File: config.mk
export PLATFORM = sky130hd
export DESIGN_NAME = pci_master_burst
export DESIGN_NICKNAME = d
export VERILOG_FILES = /design/src/rtl/pci_pkg.sv /design/src/rtl/pci_devsel_timer.sv /design/src/rtl/pci_master_burst.sv
export SDC_FILE = /design/constraint.sdc
export NUM_CORES = 1
export LEC_CHECK = 0
export ABC_CLOCK_PERIOD_IN_PS = 2600
export CORE_MARGIN = 2
export CORE_UTILIZATION = 40
export DETAILED_ROUTE_END_ITERATION = 10
export GPL_ROUTABILITY_DRIVEN = 0
export PLACE_DENSITY = 0.86
export SLEW_MARGIN = 0
export SYNTH_ARGS = -nofsm -noshare
export SYNTH_HDL_FRONTEND = slang
export SYNTH_SLANG_ARGS = --single-unit
File: constraint.sdc
create_clock -name CLK -period 2.6 [get_ports CLK]
set_clock_uncertainty 0.2 [all_clocks]
set_input_delay 0.52 -clock CLK [delete_from_list [all_inputs] [get_ports CLK]]
set_output_delay 0.52 -clock CLK [all_outputs]
set_load 0.01 [all_outputs]
File: src/rtl/pci_pkg.sv
// Shared definitions for the PCI burst initiator: command codes, completion
// status encodings and the transaction state enum.
package pci_pkg;

    localparam logic [3:0] CMD_MEM_RD = 4'b0110;
    localparam logic [3:0] CMD_MEM_WR = 4'b0111;

    localparam logic [1:0] STATUS_OK    = 2'b00;
    localparam logic [1:0] STATUS_ABORT = 2'b01;
    localparam logic [1:0] STATUS_STOP  = 2'b10;

    typedef enum logic [2:0] {
        IDLE  = 3'd0,
        ADDR  = 3'd1,
        DATA  = 3'd2,
        ABORT = 3'd3,
        TURN  = 3'd4
    } pci_state_e;

    // Bit 0 of a PCI command distinguishes write from read for memory cycles.
    function automatic logic cmd_is_write(input logic [3:0] cmd);
        return cmd[0];
    endfunction

endpackage

File: src/rtl/pci_devsel_timer.sv
// DEVSEL watchdog: counts enabled cycles since the last clear and flags the
// cycle in which the TIMEOUT-th enabled cycle is reached.
module pci_devsel_timer #(
    parameter int TIMEOUT = 5
) (
    input  logic i_clk,
    input  logic i_rst,
    input  logic i_clr,
    input  logic i_en,
    output logic o_timeout
);

    localparam int CW = $clog2(TIMEOUT + 1);

    logic [CW-1:0] r_cnt;

    always_ff @(posedge i_clk) begin
        if (i_rst || i_clr) begin
            r_cnt <= '0;
        end else if (i_en && !o_timeout) begin
            r_cnt <= r_cnt + CW'(1);
        end
    end

    assign o_timeout = i_en && (r_cnt == CW'(TIMEOUT - 1));

endmodule

File: src/rtl/pci_master_burst.sv
// PCI initiator turning one local request into an address phase plus a burst of
// data phases. Optional even parity on PAR/PAR_OE when PCI_MASTER_PARITY_EN is defined.
module pci_master_burst
    import pci_pkg::*;
#(
    parameter int DATA_W    = 32,
    parameter int MAX_BURST = 8,
    parameter int DEVSEL_TO = 5,
    parameter int LEN_W     = $clog2(MAX_BURST + 1)
) (
    input  logic              CLK,
    input  logic              RST,
    input  logic              REQ_VALID,
    output logic              REQ_READY,
    input  logic [31:0]       REQ_ADDR,
    input  logic [3:0]        REQ_CMD,
    input  logic [LEN_W-1:0]  REQ_LEN,
    input  logic [3:0]        REQ_BE,
    input  logic [DATA_W-1:0] WDATA,
    input  logic              WDATA_VALID,
    output logic              WDATA_READY,
    output logic [DATA_W-1:0] RDATA,
    output logic              RDATA_VALID,
    output logic              DONE,
    output logic [1:0]        STATUS,
    output logic [LEN_W-1:0]  XFER_CNT,
    output logic              FRAME,
    output logic              IRDY,
    input  logic              T_RDY,
    input  logic              DEVSEL,
    input  logic              STOP,
    output logic [3:0]        C_BE,
    output logic [31:0]       AD_O,
    input  logic [31:0]       AD_I,
    output logic              AD_OE,
`ifdef PCI_MASTER_PARITY_EN
    output logic              PAR,
    output logic              PAR_OE,
`endif
    output logic [2:0]        DBG_STATE
);

    // Handshakes: a request is taken on a clock where REQ_VALID && REQ_READY;
    // a write word is consumed on a clock where WDATA_READY is high (WDATA_VALID
    // must stay high until then); RDATA is valid only in cycles with RDATA_VALID.

    pci_state_e        r_state, w_next;
    logic [31:0]       r_addr;
    logic [3:0]        r_cmd, r_be;
    logic [LEN_W-1:0]  r_len, r_cnt, w_req_len;
    logic [1:0]        r_status;
    logic              r_stop, r_irdy_hold, r_rdata_valid;
    logic [DATA_W-1:0] r_rdata;
    logic              w_write, w_irdy_on, w_xfer, w_last, w_final, w_stop_hit;
    logic              w_tmr_clr, w_tmr_en, w_timeout;

    assign w_write   = cmd_is_write(r_cmd);
    assign w_req_len = (REQ_LEN == '0) ? LEN_W'(1) :
                       (REQ_LEN > LEN_W'(MAX_BURST)) ? LEN_W'(MAX_BURST) : REQ_LEN;
    // Once IRDY is asserted it is held until the phase completes.
    assign w_irdy_on  = (r_state == DATA) && (r_stop || r_irdy_hold || !w_write || WDATA_VALID);
    assign w_xfer     = w_irdy_on && !T_RDY;
    assign w_last     = (r_cnt == r_len - LEN_W'(1));
    assign w_final    = w_xfer && w_last;
    assign w_stop_hit = (r_state == DATA) && !r_stop && !STOP && !DEVSEL;
    assign w_tmr_clr  = (r_state == ADDR);
    assign w_tmr_en   = (r_state == DATA) && DEVSEL;

    pci_devsel_timer #(.TIMEOUT(DEVSEL_TO)) u_devsel_timer (
        .i_clk     (CLK),
        .i_rst     (RST),
        .i_clr     (w_tmr_clr),
        .i_en      (w_tmr_en),
        .o_timeout (w_timeout)
    );

    always_ff @(posedge CLK) begin
        if (RST) begin
            r_state <= IDLE;
        end else begin
            r_state <= w_next;
        end
    end

    always_comb begin
        w_next = r_state;
        case (r_state)
            IDLE:  if (REQ_VALID) w_next = ADDR;
            ADDR:  w_next = DATA;
            DATA: begin
                // A completing final phase wins over a simultaneous STOP.
                if (w_final) begin
                    w_next = TURN;
                end else if (r_stop) begin
                    if (!STOP || w_xfer) w_next = TURN;
                end else if (w_stop_hit) begin
                    if (w_xfer) w_next = TURN;
                end else if (w_timeout) begin
                    w_next = ABORT;
                end
            end
            ABORT: w_next = TURN;
            TURN:  w_next = IDLE;
            default: w_next = IDLE;
        endcase
    end

    always_ff @(posedge CLK) begin
        if (RST) begin
            r_addr        <= '0;
            r_cmd         <= '0;
            r_be          <= 4'hF;
            r_len         <= '0;
            r_cnt         <= '0;
            r_status      <= STATUS_OK;
            r_stop        <= 1'b0;
            r_irdy_hold   <= 1'b0;
            r_rdata       <= '0;
            r_rdata_valid <= 1'b0;
        end else begin
            r_rdata_valid <= 1'b0;
            case (r_state)
                IDLE: if (REQ_VALID) begin
                    r_addr <= REQ_ADDR;
                    r_cmd  <= REQ_CMD;
                    r_be   <= REQ_BE;
                    r_len  <= w_req_len;
                end
                ADDR: begin
                    r_cnt       <= '0;
                    r_status    <= STATUS_OK;
                    r_stop      <= 1'b0;
                    r_irdy_hold <= 1'b0;
                end
                DATA: begin
                    if (w_xfer) r_cnt <= r_cnt + LEN_W'(1);
                    if (w_xfer && !w_write) begin
                        r_rdata       <= AD_I;
                        r_rdata_valid <= 1'b1;
                    end
                    r_irdy_hold <= w_irdy_on && !w_xfer;
                    if (w_stop_hit) r_stop <= 1'b1;
                    if (w_final) r_status <= STATUS_OK;
                    else if (w_stop_hit || r_stop) r_status <= STATUS_STOP;
                end
                ABORT: begin
                    r_status <= STATUS_ABORT;
                    r_cnt    <= '0;
                end
                default: ;
            endcase
        end
    end

    always_comb begin
        REQ_READY = 1'b0;
        FRAME     = 1'b1;
        IRDY      = 1'b1;
        AD_OE     = 1'b0;
        AD_O      = '0;
        C_BE      = 4'hF;
        DONE      = 1'b0;
        case (r_state)
            IDLE: REQ_READY = 1'b1;
            ADDR: begin
                FRAME = 1'b0;
                AD_OE = 1'b1;
                AD_O  = r_addr;
                C_BE  = r_cmd;
            end
            DATA: begin
                C_BE  = r_be;
                AD_OE = w_write;
                AD_O  = w_write ? WDATA : '0;
                IRDY  = !w_irdy_on;
                FRAME = r_stop || (w_last && w_irdy_on);
            end
            ABORT: IRDY = 1'b0;
            TURN:  DONE = 1'b1;
            default: ;
        endcase
    end

    assign WDATA_READY = w_xfer && w_write;
    assign RDATA       = r_rdata;
    assign RDATA_VALID = r_rdata_valid;
    assign STATUS      = r_status;
    assign XFER_CNT    = r_cnt;
    assign DBG_STATE   = r_state;

`ifdef PCI_MASTER_PARITY_EN
    logic r_par, r_par_oe;

    always_ff @(posedge CLK) begin
        if (RST) begin
            r_par    <= 1'b0;
            r_par_oe <= 1'b0;
        end else begin
            r_par    <= ^{AD_O, C_BE};
            r_par_oe <= AD_OE;
        end
    end

    assign PAR    = r_par;
    assign PAR_OE = r_par_oe;
`endif

endmodule

==> reports/summary.md <==
The final route contains 4178 vias. The count of buffers added on input and output ports is 198. The cell family contributing the most delay on the critical path is simple AND/OR/NAND/NOR gates. From synthesis to final layout, the design area changed by 66.2%. The source of the critical timing path is r_len[1]. In this run the power density over the cells is 521 nW/um2. The HPWL after detailed placement is 8.74 mm.

Clock tree synthesis selected as its root buffer the cell sky130_fd_sc_hd__clkbuf_8. Entering global routing, the biggest net connects 45 pins. For the wire length reported by the detailed router, the log shows 12.7 mm.

In the final design database the tool counted 809 nets. The cell area that synthesis handed to floorplanning was 3910 um2. Data arrives at the worst endpoint at 1.88 ns.

The fraction of final layout cells with drive strength greater than 1 is 0.108, and the xor-xnor portion of the synthesized cell area is 0.0269. The logs give 0 for the number of antenna violations at the first check in global routing and 146 for the count of routing violations after the opening detailed-route iteration. The total nets after synthesis came out at 607.

The finished layout holds 828 standard cells, fillers aside. The share of async-settable or async-resettable flops after synthesis was 0. After synthesis, the largest family of logic cells by area is simple AND/OR/NAND/NOR gates. The clock passes through at most 2 buffers. The run gives 0 as the number of max-slew violations in the final report.

Walking the worst path, the cells encountered are inv_1 -> ha_1 -> xor2_1 -> nand2_1 -> nor4b_2 -> o31a_1 -> buf_2. Counting tap cells, the placed design contains a total of 802 instances. The post-synthesis mux area share works out to 0.00512. The flow ran to the end, but the final reports show violations. The first TritonRoute pass finished after 4 iterations. After technology mapping, the gate count stands at 488.

The first global-routing pass estimated 18.9 mm of wire. For the via count of the first global-routing pass, the log shows 4090. After floorplanning, the core was sized to cover 9640 um2. Final setup violation count: 1. The overall fraction of global-route tracks in use is 0.228, and the leakage power summed over all cells is 2.54 nW.

The post-synthesis simple-gate area fraction is 0.238. The final-report hold violation count is 0. The stage delay of the slowest cell on the critical path works out to 0.34 ns. STA classifies the critical path startpoint as a flop.

The number of antenna diodes in the final layout is 0. The boundary pin count was 199; the final global-route overflow total was 0. The global routing stage identified its most utilized layer as met2.

After detailed routing, the number of remaining DRC violations is 0. The global-route track usage on met2 came out at 0.403. Setup repair after global routing could not meet its margin everywhere. The worst setup path is captured at an output port. Counting both buffers and inverters, the worst setup path holds a total of 2. The post-route worst setup slack was -0.00469 ns; the slew at the pin closest to its max-slew limit was 0.841 ns.

The top cell type by total area after synthesis was sky130_fd_sc_hd__dfxtp_1. Die width: 103 um. The highest clock rate is 384 MHz, and the number of synthesized flops with an enable pin is 0. The count of nets left with antenna violations once routing finished came out at 0.

Final hold analysis gives a worst-case slack of 0.256 ns. The tools report the portion of the post-synthesis area used by sequential elements as 0.465. The synthesized-area fraction occupied by adder cells came out at 0.0128.

By area the synthesized netlist is led by sky130_fd_sc_hd__dfxtp_1, sky130_fd_sc_hd__nand2_1, sky130_fd_sc_hd__a21oi_1, sky130_fd_sc_hd__a22o_1, sky130_fd_sc_hd__clkbuf_1. The worst register-to-register path begins at r_cmd[0]. The number of clock buffers added by TritonCTS is 9.

The worst setup path is of the reg2out kind. The H-tree depth reported by CTS was 3. The remaining max-slew budget at the tightest pin is 0.439. TritonCTS built the clock tree.

Summing internal, switching and leakage power gives 0.00339 W. The path type of the worst min-delay path is reg2reg. Data on the critical path is required at its endpoint by 1.88 ns. For this design, the slowest cell found on the critical path is sky130_fd_sc_hd__dfxtp_2.

The number of maximum-capacitance constraint violations is 0, and the Yosys warning count is 0. The complex-gate fraction of the synthesized area was 0.202; the maximum fanout along the worst path was 3. After floorplanning, the core was divided into 36 placement rows. In this run the vertical extent of the chip is 103 um.

The share of the cycle needed by the critical path after routing is 1.00. The clock latency reported for the late side of the worst-skew pair was 0.35 ns; the met1 usage in global routing was 0.264. The worst hold path begins at RDATA[23]. After clock tree synthesis, the flow added hold-fix buffers numbering 0. The run gives 44 as the post-synthesis cell type count. Clock tree synthesis found a total of 91 sinks. The minimum clock period is 2.60 ns. The primary flip-flop cell chosen by synthesis mapping was sky130_fd_sc_hd__dfxtp_1. A synthesized cell averages 8.02 um2. The die covers 10600 um2. The area share of the leading cell type in the synthesized netlist came out at 0.465.

Initial standard-cell utilization of the core: 0.406. The met3 usage in global routing is 0.0712. Maximum VDD drop: 0.433 mV.

The post-detailed-route wirelength per cell works out to 15.3 um. The checks that failed: setup timing. The synthesized design contains 91 register bits. Clock-pin slew was measured on the worst setup and hold paths at 0.09 ns. The average vias per placed instance came out at 5.05.
==> power by group <==
group	internal [W]	leakage (nW)	switching, W
Combinational	0.000417	1.68	0.000349
Sequential	0.00147	0.744	0.0000558
Clock	0.000578	0.111	0.000517
==> worst paths after layout <==
kind             endpoint  slack [ns]  cells past startpoint
min             RDATA[23]        0.26                      2
max reg2reg  DBG_STATE[1]        0.42                      8
max                 FRAME      -0.005                      7
min reg2reg     RDATA[23]        0.26                      2
==> worst min-delay path, delay by kind of cell (launching register included) <==
kind,cells,cell delay [ns]
AND/OR/NAND/NOR,1,0.05
flip-flops,1,0.32
AO/OA/AOI/OAI,1,0.05
==> stage by stage <==
stage / instance area [um2] / setup WS (ns) / util / TNS, ns
finish: 6500 / -0.00469 / 0.675 / -0.00469
global route: 6500 / -0.0797 / 0.675 / -0.0807
CTS: 6470 / -0.0903 / 0.672 / -0.0983
detailed placement: 6110 / -0.254 / 0.634 / -0.793
global placement: 6110 / -0.213 / 0.634 / -0.624
floorplan: 3910 / 0.272 / - / 0
==> layout make-up <==
class | instances | area (um2)
clock buffer | 10 | 138
sequential | 91 | 1830
multi-input combinational | 354 | 1960
timing repair buffer | 228 | 2290
fill | 759 | 3140
inverter | 6 | 25.0
clock inverter | 6 | 95.1
tap | 133 | 166
==> layer usage <==
metal  up-vias  share of wire
met5         -              0
met4         0          0.011
met3        11          0.081
met2       152           0.52
met1      1962           0.39
li1       2053              -
==> repair_timing <==
action | CTS | global route
resized for setup | 57 | 28
pin swaps | 5 | 3
buffers inserted | 6 | 1
gates cloned | 3 | 0
setup endpoints to repair | 40 | 22
==> layout by cell type, fill, tap and decap left out, types with 3 or more instances in the layout <==
cell type and count:
sky130_fd_sc_hd__dfxtp_1 86, sky130_fd_sc_hd__clkbuf_8 10, sky130_fd_sc_hd__a21oi_1 76, sky130_fd_sc_hd__nand3b_1 6, sky130_fd_sc_hd__buf_12 6, sky130_fd_sc_hd__dlygate4sd2_1 25
sky130_fd_sc_hd__clkbuf_2 4, sky130_fd_sc_hd__clkdlybuf4s50_1 156, sky130_fd_sc_hd__ha_1 4, sky130_fd_sc_hd__a22oi_2 3, sky130_fd_sc_hd__xnor2_1 6, sky130_fd_sc_hd__clkdlybuf4s15_1 10
sky130_fd_sc_hd__nor3_4 3, sky130_fd_sc_hd__inv_1 5, sky130_fd_sc_hd__nor3_1 8, sky130_fd_sc_hd__xor2_1 6, sky130_fd_sc_hd__buf_4 21, sky130_fd_sc_hd__nor2_1 15
sky130_fd_sc_hd__nand2_1 160, sky130_fd_sc_hd__dfxtp_2 3, sky130_fd_sc_hd__a22o_1 32
==> state kept, by name, summed over array words and instances, names as in the netlist <==
signal                flops
STATUS                    2
RDATA_VALID               1
DBG_STATE                 3
XFER_CNT                  4
u_devsel_timer.r_cnt      3
r_irdy_hold               1
r_cmd                     4
r_stop                    1
r_len                     4
RDATA                    32
r_addr                   32
r_be                      4
==> cells by family after synthesis <==
kind of cell / count (synthesis)
AOI/OAI and AO/OA: 124
xor gates and xnor gates: 12
adders and majority gates: 4
buffers and inverters: 43
DFF: 91
muxes: 2
and+or+nand+nor: 212
==> synthesized netlist by cell type, types with 2 or more instances <==
library cell,n
sky130_fd_sc_hd__clkbuf_1,24
sky130_fd_sc_hd__nor2_1,16
sky130_fd_sc_hd__nor3_2,2
sky130_fd_sc_hd__nand3b_1,6
sky130_fd_sc_hd__dfxtp_1,91
sky130_fd_sc_hd__o21a_1,2
sky130_fd_sc_hd__nand2b_1,3
sky130_fd_sc_hd__nand2_1,160
sky130_fd_sc_hd__ha_1,4
sky130_fd_sc_hd__buf_6,2
sky130_fd_sc_hd__mux2i_1,2
sky130_fd_sc_hd__xnor2_1,6
sky130_fd_sc_hd__a22oi_1,5
sky130_fd_sc_hd__and2_1,2
sky130_fd_sc_hd__nor3_1,9
sky130_fd_sc_hd__a22o_1,32
sky130_fd_sc_hd__xor2_1,6
sky130_fd_sc_hd__a21oi_1,76
sky130_fd_sc_hd__buf_2,10
sky130_fd_sc_hd__inv_1,6
(Power assumes the default switching activity.)
